<file path="config.mk">
export PLATFORM = sky130hd
export DESIGN_NAME = i4004_fetch_flat
export DESIGN_NICKNAME = d
export VERILOG_FILES = /design/src/rtl/mcs4_pkg.sv /design/src/rtl/i4004_fetch_if.sv /design/src/rtl/i4004_timing.sv /design/src/rtl/i4004_fetch.sv /design/src/flat_wrapper.sv
export SDC_FILE = /design/constraint.sdc
export NUM_CORES = 1
export LEC_CHECK = 0
export CAP_MARGIN = 0
export CORE_AREA = 2 2 79 81
export CTS_CLUSTER_SIZE = 30
export DETAILED_ROUTE_END_ITERATION = 10
export DIE_AREA = 0 0 81 83
export GPL_ROUTABILITY_DRIVEN = 1
export MAX_ROUTING_LAYER = met4
export PLACE_DENSITY_LB_ADDON = 0.1
export SETUP_SLACK_MARGIN = 0.1
export SYNTH_ARGS = -nofsm -noshare
export SYNTH_HDL_FRONTEND = slang
export SYNTH_SLANG_ARGS = --single-unit
</file>
<file path="constraint.sdc">
create_clock -name clk -period 1.6 [get_ports clk]
set_input_delay 0.24 -clock clk [delete_from_list [all_inputs] [get_ports clk]]
set_output_delay 0.24 -clock clk [all_outputs]
set_load 0.1 [all_outputs]
</file>
<file path="src/rtl/mcs4_pkg.sv">
// MCS-4 shared types: bus nibble/byte/address, instruction-cycle phases,
// fetch state encoding, and two-word opcode decoding.
package mcs4;

  localparam int unsigned CHAR_W = 4;
  localparam int unsigned BYTE_W = 8;
  localparam int unsigned ADDR_W = 12;
  localparam int unsigned CYC_W  = 3;

  typedef logic [CHAR_W-1:0] char_t;
  typedef logic [BYTE_W-1:0] byte_t;
  typedef logic [ADDR_W-1:0] addr_t;

  // Bus phase within one 8-clk instruction cycle
  typedef enum logic [CYC_W-1:0] {
    CYC_A1 = 3'd0,
    CYC_A2 = 3'd1,
    CYC_A3 = 3'd2,
    CYC_M1 = 3'd3,
    CYC_M2 = 3'd4,
    CYC_X1 = 3'd5,
    CYC_X2 = 3'd6,
    CYC_X3 = 3'd7
  } instr_cyc_t;

  typedef enum logic {
    ST_FIRST  = 1'b0,
    ST_SECOND = 1'b1
  } fetch_state_t;

  // Instruction handed to execute
  typedef struct packed {
    char_t opr;
    char_t opa;
    byte_t word2;
    logic  two_word;
  } instr_t;

  localparam char_t OPR_JCN = 4'h1;
  localparam char_t OPR_FIM = 4'h2;
  localparam char_t OPR_JUN = 4'h4;
  localparam char_t OPR_JMS = 4'h5;
  localparam char_t OPR_ISZ = 4'h7;

  // FIM shares OPR 0x2 with SRC; only the even OPA form carries a data word
  function automatic logic is_two_word(char_t opr, char_t opa);
    logic r;
    r = 1'b0;
    case (opr)
      OPR_JCN, OPR_JUN, OPR_JMS, OPR_ISZ: r = 1'b1;
      OPR_FIM:                            r = ~opa[0];
      default:                            r = 1'b0;
    endcase
    return r;
  endfunction

endpackage

</file>
<file path="src/rtl/i4004_fetch_if.sv">
// MCS-4 fetch bundle: ROM bus signals, phase/pc status, instruction hand-off
// to execute and the redirect path back from execute.
//   master : i4004 fetch stage
//   slave  : ROMs / execute stage
interface i4004_fetch_if;
  import mcs4::*;

  logic       sync;
  logic       cm_rom;
  char_t      dbus_in;
  char_t      dbus_out;
  logic       dbus_oe;
  instr_cyc_t icyc;
  addr_t      pc;
  logic       instr_valid;
  char_t      instr_opr;
  char_t      instr_opa;
  byte_t      instr_word2;
  logic       instr_two_word;
  logic       jmp_en;
  addr_t      jmp_addr;

  modport master (
    output sync, cm_rom, dbus_out, dbus_oe, icyc, pc,
    output instr_valid, instr_opr, instr_opa, instr_word2, instr_two_word,
    input  dbus_in, jmp_en, jmp_addr
  );

  modport slave (
    input  sync, cm_rom, dbus_out, dbus_oe, icyc, pc,
    input  instr_valid, instr_opr, instr_opa, instr_word2, instr_two_word,
    output dbus_in, jmp_en, jmp_addr
  );

endinterface

</file>
<file path="src/rtl/i4004_timing.sv">
// Free-running 8-phase instruction-cycle generator.
// Ports: clk, rst (async, active-high); icyc current phase; sync high in X3;
// cm_rom high in A3; dbus_oe high in A1..A3. Strobes decode the phase register.
module i4004_timing
  import mcs4::*;
(
  input  logic       clk,
  input  logic       rst,
  output instr_cyc_t icyc,
  output logic       sync,
  output logic       cm_rom,
  output logic       dbus_oe
);

  logic [CYC_W-1:0] phase;

  // Reset parks in X3 so the first clk after release lands on A1
  always_ff @(posedge clk or posedge rst) begin
    if (rst) begin
      phase <= CYC_W'(CYC_X3);
    end else begin
      phase <= CYC_W'(phase + CYC_W'(1));
    end
  end

  assign icyc    = instr_cyc_t'(phase);
  assign sync    = (icyc == CYC_X3);
  assign cm_rom  = (icyc == CYC_A3);
  assign dbus_oe = (phase < CYC_W'(CYC_M1));

endmodule

</file>
<file path="src/rtl/i4004_fetch.sv">
// i4004 fetch stage and MCS-4 bus master.
// Ports: clk, rst (async, active-high); bus (i4004_fetch_if.master) carrying
// sync/cm_rom/dbus_*, icyc, pc, the instr_* hand-off and jmp_en/jmp_addr.
// Drives pc nibbles in A1..A3, captures OPR/OPA in M1/M2, assembles one- or
// two-word instructions and presents them with a one-clk instr_valid in X1.
module i4004_fetch
  import mcs4::*;
#(
  parameter addr_t RESET_PC = 12'h000
) (
  input logic           clk,
  input logic           rst,
  i4004_fetch_if.master bus
);

  instr_cyc_t   cyc;
  fetch_state_t state_q;
  fetch_state_t state_d;
  addr_t        pc_q;
  char_t        hi_q;
  char_t        first_opr_q;
  char_t        first_opa_q;
  instr_t       instr_q;
  logic         valid_q;
  logic         end_m1;
  logic         end_m2;
  logic         instr_done_c;
  logic         jmp_take_c;

  i4004_timing u_timing (
    .clk     (clk),
    .rst     (rst),
    .icyc    (cyc),
    .sync    (bus.sync),
    .cm_rom  (bus.cm_rom),
    .dbus_oe (bus.dbus_oe)
  );

  // Address nibble for the current bus phase
  always_comb begin
    bus.dbus_out = '0;
    case (cyc)
      CYC_A1:  bus.dbus_out = pc_q[3:0];
      CYC_A2:  bus.dbus_out = pc_q[7:4];
      CYC_A3:  bus.dbus_out = pc_q[11:8];
      default: bus.dbus_out = '0;
    endcase
  end

  // Fetch FSM next state and completion/redirect strobes
  always_comb begin
    state_d      = state_q;
    end_m1       = (cyc == CYC_M1);
    end_m2       = (cyc == CYC_M2);
    instr_done_c = 1'b0;
    jmp_take_c   = 1'b0;
    case (state_q)
      ST_FIRST: begin
        if (end_m2) begin
          if (is_two_word(hi_q, bus.dbus_in)) begin
            state_d = ST_SECOND;
          end else begin
            instr_done_c = 1'b1;
          end
        end
        // Redirects are only honoured between instructions
        jmp_take_c = (cyc == CYC_X3) && bus.jmp_en;
      end
      ST_SECOND: begin
        if (end_m2) begin
          instr_done_c = 1'b1;
          state_d      = ST_FIRST;
        end
      end
      default: state_d = ST_FIRST;
    endcase
  end

  // Fetch state register
  always_ff @(posedge clk or posedge rst) begin
    if (rst) begin
      state_q <= ST_FIRST;
    end else begin
      state_q <= state_d;
    end
  end

  // PC, nibble capture and instruction registers
  always_ff @(posedge clk or posedge rst) begin
    if (rst) begin
      pc_q        <= RESET_PC;
      hi_q        <= '0;
      first_opr_q <= '0;
      first_opa_q <= '0;
      instr_q     <= '0;
      valid_q     <= 1'b0;
    end else begin
      // Set at the end of M2, so it is high for exactly the X1 clk
      valid_q <= instr_done_c;
      if (end_m1) begin
        hi_q <= bus.dbus_in;
      end
      if (end_m2) begin
        pc_q <= pc_q + ADDR_W'(1);
        if (state_q == ST_FIRST) begin
          first_opr_q <= hi_q;
          first_opa_q <= bus.dbus_in;
        end
      end
      if (instr_done_c) begin
        if (state_q == ST_FIRST) begin
          instr_q <= '{opr: hi_q, opa: bus.dbus_in, word2: '0, two_word: 1'b0};
        end else begin
          instr_q <= '{opr: first_opr_q, opa: first_opa_q,
                       word2: {hi_q, bus.dbus_in}, two_word: 1'b1};
        end
      end
      if (jmp_take_c) begin
        pc_q <= bus.jmp_addr;
      end
    end
  end

  assign bus.icyc           = cyc;
  assign bus.pc             = pc_q;
  assign bus.instr_valid    = valid_q;
  assign bus.instr_opr      = instr_q.opr;
  assign bus.instr_opa      = instr_q.opa;
  assign bus.instr_word2    = instr_q.word2;
  assign bus.instr_two_word = instr_q.two_word;

endmodule
</file>
<file path="src/flat_wrapper.sv">
// flat-port wrapper written by rule: the top's interface ports become plain ports
module i4004_fetch_flat import mcs4::*;
#(
  parameter addr_t RESET_PC = 12'h000
)
  (clk, rst, bus_sync, bus_cm_rom, bus_dbus_out, bus_dbus_oe, bus_icyc, bus_pc, bus_instr_valid, bus_instr_opr, bus_instr_opa, bus_instr_word2, bus_instr_two_word, bus_dbus_in, bus_jmp_en, bus_jmp_addr);
  i4004_fetch_if bus_i ();
  input logic clk;
  input logic rst;
  output wire logic [$bits(bus_i.sync)-1:0] bus_sync;
  output wire logic [$bits(bus_i.cm_rom)-1:0] bus_cm_rom;
  output wire logic [$bits(bus_i.dbus_out)-1:0] bus_dbus_out;
  output wire logic [$bits(bus_i.dbus_oe)-1:0] bus_dbus_oe;
  output wire logic [$bits(bus_i.icyc)-1:0] bus_icyc;
  output wire logic [$bits(bus_i.pc)-1:0] bus_pc;
  output wire logic [$bits(bus_i.instr_valid)-1:0] bus_instr_valid;
  output wire logic [$bits(bus_i.instr_opr)-1:0] bus_instr_opr;
  output wire logic [$bits(bus_i.instr_opa)-1:0] bus_instr_opa;
  output wire logic [$bits(bus_i.instr_word2)-1:0] bus_instr_word2;
  output wire logic [$bits(bus_i.instr_two_word)-1:0] bus_instr_two_word;
  input wire logic [$bits(bus_i.dbus_in)-1:0] bus_dbus_in;
  input wire logic [$bits(bus_i.jmp_en)-1:0] bus_jmp_en;
  input wire logic [$bits(bus_i.jmp_addr)-1:0] bus_jmp_addr;
  assign bus_sync = bus_i.sync;
  assign bus_cm_rom = bus_i.cm_rom;
  assign bus_dbus_out = bus_i.dbus_out;
  assign bus_dbus_oe = bus_i.dbus_oe;
  assign bus_icyc = bus_i.icyc;
  assign bus_pc = bus_i.pc;
  assign bus_instr_valid = bus_i.instr_valid;
  assign bus_instr_opr = bus_i.instr_opr;
  assign bus_instr_opa = bus_i.instr_opa;
  assign bus_instr_word2 = bus_i.instr_word2;
  assign bus_instr_two_word = bus_i.instr_two_word;
  assign bus_i.dbus_in = bus_dbus_in;
  assign bus_i.jmp_en = bus_jmp_en;
  assign bus_i.jmp_addr = bus_jmp_addr;
  i4004_fetch #(.RESET_PC(RESET_PC)) u_core (.clk(clk), .rst(rst), .bus(bus_i));
endmodule
</file>
==> metrics.txt, run 1 <==
dpl hpwl roughly 4400 um; Max Fclk 477.4 MHz; Synth async-reset ratio 100.0%; DRC Markers 0; register area share after synthesis 51.28%; CP Launch Type register; Max clock buf depth 2; clock-pin transition on the worst setup and hold timing paths around 0.080 ns; CP endpoint kind output pin; Avg Inst Size Synth roughly 11 um^2; # clock sinks 46; Mapped Cells 203; first-pass GRT wire length 11760 um; CTS tree yes; total grt overflow 0; dpl ws -0.3174 ns; initial antenna violation count 0; unrepaired setup endpoints after global routing true; largest net degree at the start of global routing 47; Post-DP Area roughly 3700 um^2; Die X 81 um; CP Buf/Inv Count 2; FF/Latch Area 1171 um^2; DR vias 2137; top cell type's share of synthesized area 47.78%; total CTS buffers 5; Seq pwr share 31.6%; Synth top cells by count dfrtp_1 (43), nand2_1 (15), mux2_2 (13), nor2_1 (13), a21oi_1 (11); clock latency at the later pin of the worst-skew pair 0.29 ns; M1 WL 3035 um; Routed Antenna Nets 0; Synth Register Bits between 40 and 50; Filler cells 290; top_reg_cell synth dfrtp_1; DR top layer met4; Max IR drop VDD between 0.7 and 0.8 mV; Final setup viols 51; critical path data required time roughly 1.4 ns; largest area contributor in the netlist dfrtp_1; Starting Density 38.73%; status finished with violations; crit path time final 2.095 ns; Multi-input gate area 1672 um^2; Yosys warning total 0; PD cells about 1000 nW/um^2; initial detailed-routing violation count 66; Core ar. 5816 um^2; Die H 83 um; hold_ws 0.3061 ns; slew margin rel. 65.58%; Gate power share 53.4%; cell area after synthesis roughly 2300 um^2; gpl congestion around 1; Layout area overhead 108.1%; DR WL/cell just over 20 um; ratio of cells with drive above 1 in the final layout between 60 and 70%; switching share of power 44.64%; # rows 28; Finished Cell Area 4686 um^2; H-tree levels 2; Hold Crit Class input pin to async pin; Final period util 130.9%; Setup Total Neg Slack -10.59 ns; Final Skew 0.003715 ns; root buf cell clkbuf_8; Clk network pwr share approximately 15%; Nets approximately 350; Crit Path Max Fanout 4; EDFF count, synth 0; CP max stage cell dfstp_4; family with the most delay on the worst path flip-flops; distinct cell type count after synthesis 39; final worst slack -0.4945 ns; Buffers on Ports 58; P_leak about 2 nW; top post-synthesis cells by area dfrtp_1 (48%), mux2_2 (6.5%), ha_1 (3.9%); worst path arrival time 1.85 ns; Int Power ~2.7 mW; vias in the first global route 2309; diode count 0; cell with the most instances after synthesis dfrtp_1; Slew Limit Fails 0; worst path cell trace inv_4 -> ha_4 -> nor2b_4 -> a22oi_2 -> nand2_8 -> buf_12; top-level port count 59; NetSw 2.141 mW; final hold violation count 0; critical path class register to output pin; Vias/cell 5.410; 1st-pass router iterations 4; metal3 WL 406 um; slowest stage delay, CP approximately 0.64 ns; die area 6723 um^2; Slew @ Worst Pin 0.5164 ns; Routed WL between 8000 and 9000 um; met2 routed WL 4381 um; Final Core Density 80.57%; Max-Cap Viols 0; All-Layer GR Usage 23.20%; Syn Nets 229; failing checks setup timing
==> layer usage <==
| layer | vias up | global-route usage [%] |
|---|---|---|
| met2 | 64 | 38.32 |
| li1 | 962 | - |
| met3 | 21 | 4.348 |
| met5 | - | - |
| met1 | 1090 | 28.65 |
| met4 | 0 | 6.934 |
==> flip-flops by register name, summed over array words and instances (netlist names) <==
name and cells:
u_core.bus.instr_two_word 1, u_core.bus.pc 12, u_core.first_opr_q 4, u_core.bus.instr_opa 4, u_core.first_opa_q 4, u_core.hi_q 4, u_core.bus.instr_valid 1, u_core.u_timing.icyc 3
u_core.bus.instr_opr 4, u_core.bus.instr_word2 8, u_core.state_q 1
==> layout by cell type, fill, tap and decap left out, types with 4 or more instances in the layout <==
cell type	n
buf_12	45
dfrtp_1	39
buf_4	28
buf_6	21
clkdlybuf4s50_1	18
mux2_4	13
nor2_4	10
nand2_8	9
a22o_4	7
a211oi_2	6
inv_1	6
a21oi_1	6
xnor2_1	6
nor3_1	6
ha_4	6
clkbuf_8	6
nand2_1	5
nand4_1	5
a21oi_2	4
a22oi_2	4
nor4_1	4
o22ai_4	4
buf_8	4
dfrtp_2	4
==> per-stage QoR <==
step	total power, mW	std cells
2_1_floorplan	2.851	203
3_3_place_gp	3.814	365
3_5_place_dp	3.833	365
4_1_cts	4.679	392
5_1_grt	4.958	395
6_report	4.796	395
==> power by group through the flow <==
stage	registers (mW)	logic, mW	clock network, mW
floorplan	2.35	0.505	0
global placement	1.49	2.33	0
detailed placement	1.49	2.34	0
CTS	1.49	2.45	0.737
global route	1.54	2.63	0.791
finish	1.52	2.56	0.719
==> cell type report <==
| cell class | instances | area share [%] |
|---|---|---|
| Multi-Input combinational cell | 139 | 35.67 |
| Timing Repair Buffer | 117 | 34.47 |
| Inverter | 10 | 0.9079 |
| Clock inverter | 1 | 0.1068 |
| Sequential cell | 46 | 24.99 |
| Clock buffer | 7 | 1.842 |
| Tap cell | 75 | 2.003 |
==> worst register-to-register path, stage by stage (launching register included) <==
cell and delay (ns):
dfstp_4 0.50, inv_4 0.08, ha_4 0.13, buf_6 0.10
buf_4 0.10, nand4_1 0.14, nor4_2 0.25, buf_4 0.21
mux2_4 0.30, o21ai_2 0.05
==> kinds of logic (layout without fill, tap and decap cells) <==
group | count (synthesis) | after routing | synth area share [%]
buffers and inverters | 18 | 135 | 4.388
DFF | 46 | 46 | 51.28
AOI/OAI and AO/OA | 43 | 43 | 14.67
xor gates and xnor gates | 10 | 10 | 3.889
muxes | 13 | 13 | 6.500
and+or+nand+nor | 66 | 66 | 15.39
adders and majority gates | 7 | 7 | 3.889
==> what timing repair did <==
item	CTS	global route
cloned	4	0
resized for setup	112	41
hold buffers	0	0
endpoints found under the setup margin	52	53
setup buffers	16	5
hold endpoints to repair	0	0
pin swaps	27	13
==> path summary, 6_finish.rpt <==
| check | depth (start not counted) | start | slack, ns | endpoint |
|---|---|---|---|---|
| max in group asynchronous | 3 | rst | 1.03 | u_core.u_timing.icyc[1] |
| hold reg to reg | 1 | u_core.first_opa_q[2] | 0.52 | u_core.first_opa_q[2] |
| setup reg to reg | 9 | u_core.u_timing.icyc[0] | -0.32 | u_core.bus.pc[11] |
| setup / recovery | 6 | u_core.u_timing.icyc[1] | -0.49 | bus_dbus_out[2] |
| min in group clk | 1 | u_core.first_opa_q[2] | 0.52 | u_core.first_opa_q[2] |
| hold / removal | 3 | rst | 0.31 | u_core.bus.pc[11] |
Note: power is estimated with default switching activity, not from simulation.
==> inputs of run 2 (changes only) <==
Settings changed: CTS_CLUSTER_SIZE 30 to 20.
==> results of run 2 <==
The final DEF is identical to that of run 1; final timing and power are the same.
==> inputs of run 3 (changes only) <==
Settings changed: CORE_AREA 2 2 79 81 to 2 2 57 112, DIE_AREA 0 0 81 83 to 0 0 59 114.
Clock period 1.6 ns to 2 ns, I/O delays scaled along.
==> metrics.txt, run 3 (same netlist as run 1, synthesis figures left out) <==
Die X 59 um (was 81 um); root buf cell clkbuf_16 (was clkbuf_8); PD cells 995.0 nW/um^2 (was 1024 nW/um^2); Filler cells 478 (was 290); initial detailed-routing violation count 79 (was 66); Die H 114 um (was 83 um); initial antenna violation count 0 (unchanged); gpl congestion 0.8933 (was 0.9759); H-tree levels 2 (unchanged); crit path time final 2.093 ns; commonest non-fill, non-tap cell in the layout buf_4 (was buf_12); Max-Cap Viols 0 (unchanged); CP endpoint kind output pin (unchanged); # clock sinks 46 (unchanged); status finished with violations (unchanged); Final Skew 0.007549 ns (was 0.003715 ns); FF/Latch Area 1170 um^2 (was 1171 um^2); most frequent cells in the layout buf_4 (46), dfrtp_1 (40), clkdlybuf4s50_1 (18) (was buf_12 (45), dfrtp_1 (39), buf_4 (28)); slew margin rel. 57.29% (was 65.58%); DR vias 1888 (was 2137); critical path class register to output pin (unchanged); CP Launch Type register (unchanged); unrepaired setup endpoints after global routing true (unchanged); P_leak 1.513 nW (was 1.984 nW); DRC Markers 0 (unchanged); worst r2r src u_core.u_timing.icyc[0] (unchanged); total CTS buffers 5 (unchanged); vias in the first global route 1830 (was 2309); ratio of cells with drive above 1 in the final layout 50.53% (was 64.38%); Max Fclk 477.7 MHz; Slew @ Worst Pin 0.6368 ns (was 0.5164 ns); Post-DP Area 3113 um^2 (was 3702 um^2); Max clock buf depth 2 (unchanged); largest net degree at the start of global routing 32 (was 47); total grt overflow 0 (unchanged); Final period util 104.7%; critical path data required time 1.70 ns (was 1.36 ns); Buffers on Ports 58 (unchanged); All-Layer GR Usage 18.35% (was 23.20%); dpl hpwl 3803 um (was 4379 um); Final Core Density 60.08% (was 80.57%); CP Launch Point u_core.u_timing.icyc[0] (was u_core.u_timing.icyc[1]); Vias/cell 5.425 (was 5.410); Routed Antenna Nets 0 (unchanged); # rows 40 (was 28); Final setup viols 5 (was 51); first-pass GRT wire length 9342 um (was 11760 um); max reg flops 12 (unchanged); CTS tree yes (unchanged); final worst slack -0.09348 ns (was -0.4945 ns); diode count 0 (unchanged); Slew Limit Fails 0 (unchanged); failing checks setup timing (unchanged); die area 6726 um^2 (was 6723 um^2); Finished Cell Area 3548 um^2 (was 4686 um^2); Routed WL 5824 um (was 8033 um); Multi-input gate area 1240 um^2 (was 1672 um^2); post-cts hold buffer count 0 (unchanged); worst path arrival time 1.79 ns (was 1.85 ns); DR WL/cell 16.74 um (was 20.34 um); Starting Density 38.14% (was 38.73%); Layout area overhead 57.56% (was 108.1%); final hold violation count 0 (unchanged); Hold Crit Class input pin to async pin (unchanged); clock-pin transition on the worst setup and hold timing paths 0.07 ns (was 0.08 ns); Crit Path Max Fanout 4 (unchanged); Nets 310 (was 345); Core ar. 5906 um^2 (was 5816 um^2); top-level port count 59 (unchanged); Max IR drop VDD 0.5094 mV (was 0.7043 mV); 1st-pass router iterations 4 (unchanged); clock latency at the later pin of the worst-skew pair 0.29 ns (about the same)
[run 3: cell type report]
cell class                 count  area share, %
timing repair buffer          82          24.47
multi-input combinational    139          34.94
inverter                      10          1.199
clock buffer                   5          3.526
sequential                    46          32.97
clock inverter                 3         0.6700
tap                           63          2.221
[run 3: power breakdown]
part	internal (mW)	leakage, nW	switching (mW)
logic	0.417	0.899	1.07
registers	1.05	0.547	0.153
clock network	0.468	0.0664	0.369
[run 3: critical path, stage by stage (launching register included)]
cell and delay (ns):
dfstp_4 0.66, inv_4 0.05, ha_4 0.15, nor2b_4 0.14, a22oi_2 0.15, buf_4 0.16
nand2_8 0.05, buf_12 0.16
[run 3: routing by layer]
layer,track usage (%),vias up,share of wire (%)
met2,27.41,60,50
met5,-,-,0
met1,25.20,919,45
li1,-,903,-
met4,6.667,0,1.5
met3,2.608,6,4.0
[run 3: path summary, 6_finish.rpt]
kind | end | slack [ns] | cells past startpoint
max | bus_dbus_out[1] | -0.09 | 7
min | u_core.bus.pc[1] | 0.32 | 2
max reg2reg | u_core.bus.instr_opa[1] | 0.09 | 8
min reg2reg | u_core.bus.instr_two_word | 0.49 | 1
max in group asynchronous | u_core.hi_q[1] | 1.16 | 3
min in group clk | u_core.bus.instr_two_word | 0.49 | 1
[run 3: timing repair]
action,4_1_cts,5_1_grt
endpoints found under the hold margin,0,0
cloned,0,1
pin swaps,2,10
setup endpoints to repair,7,33
setup buffers,3,5
gates resized for setup,16,29
[run 3: metrics by stage]
step	TNS (ns)	std cells	hold slack, ns	power (mW)	setup WS (ns)
after CTS	-0.3162	342	0.3376	3.520	-0.08307
after floorplan	-2.528	203	0.4400	2.259	-0.3319
after detailed placement	0	331	0.4751	2.657	0.09877
after global routing	-0.4181	348	0.3688	3.662	-0.1418
after global placement	0	331	0.4612	2.643	0.1067
final	-0.2414	348	0.3235	3.531	-0.09348
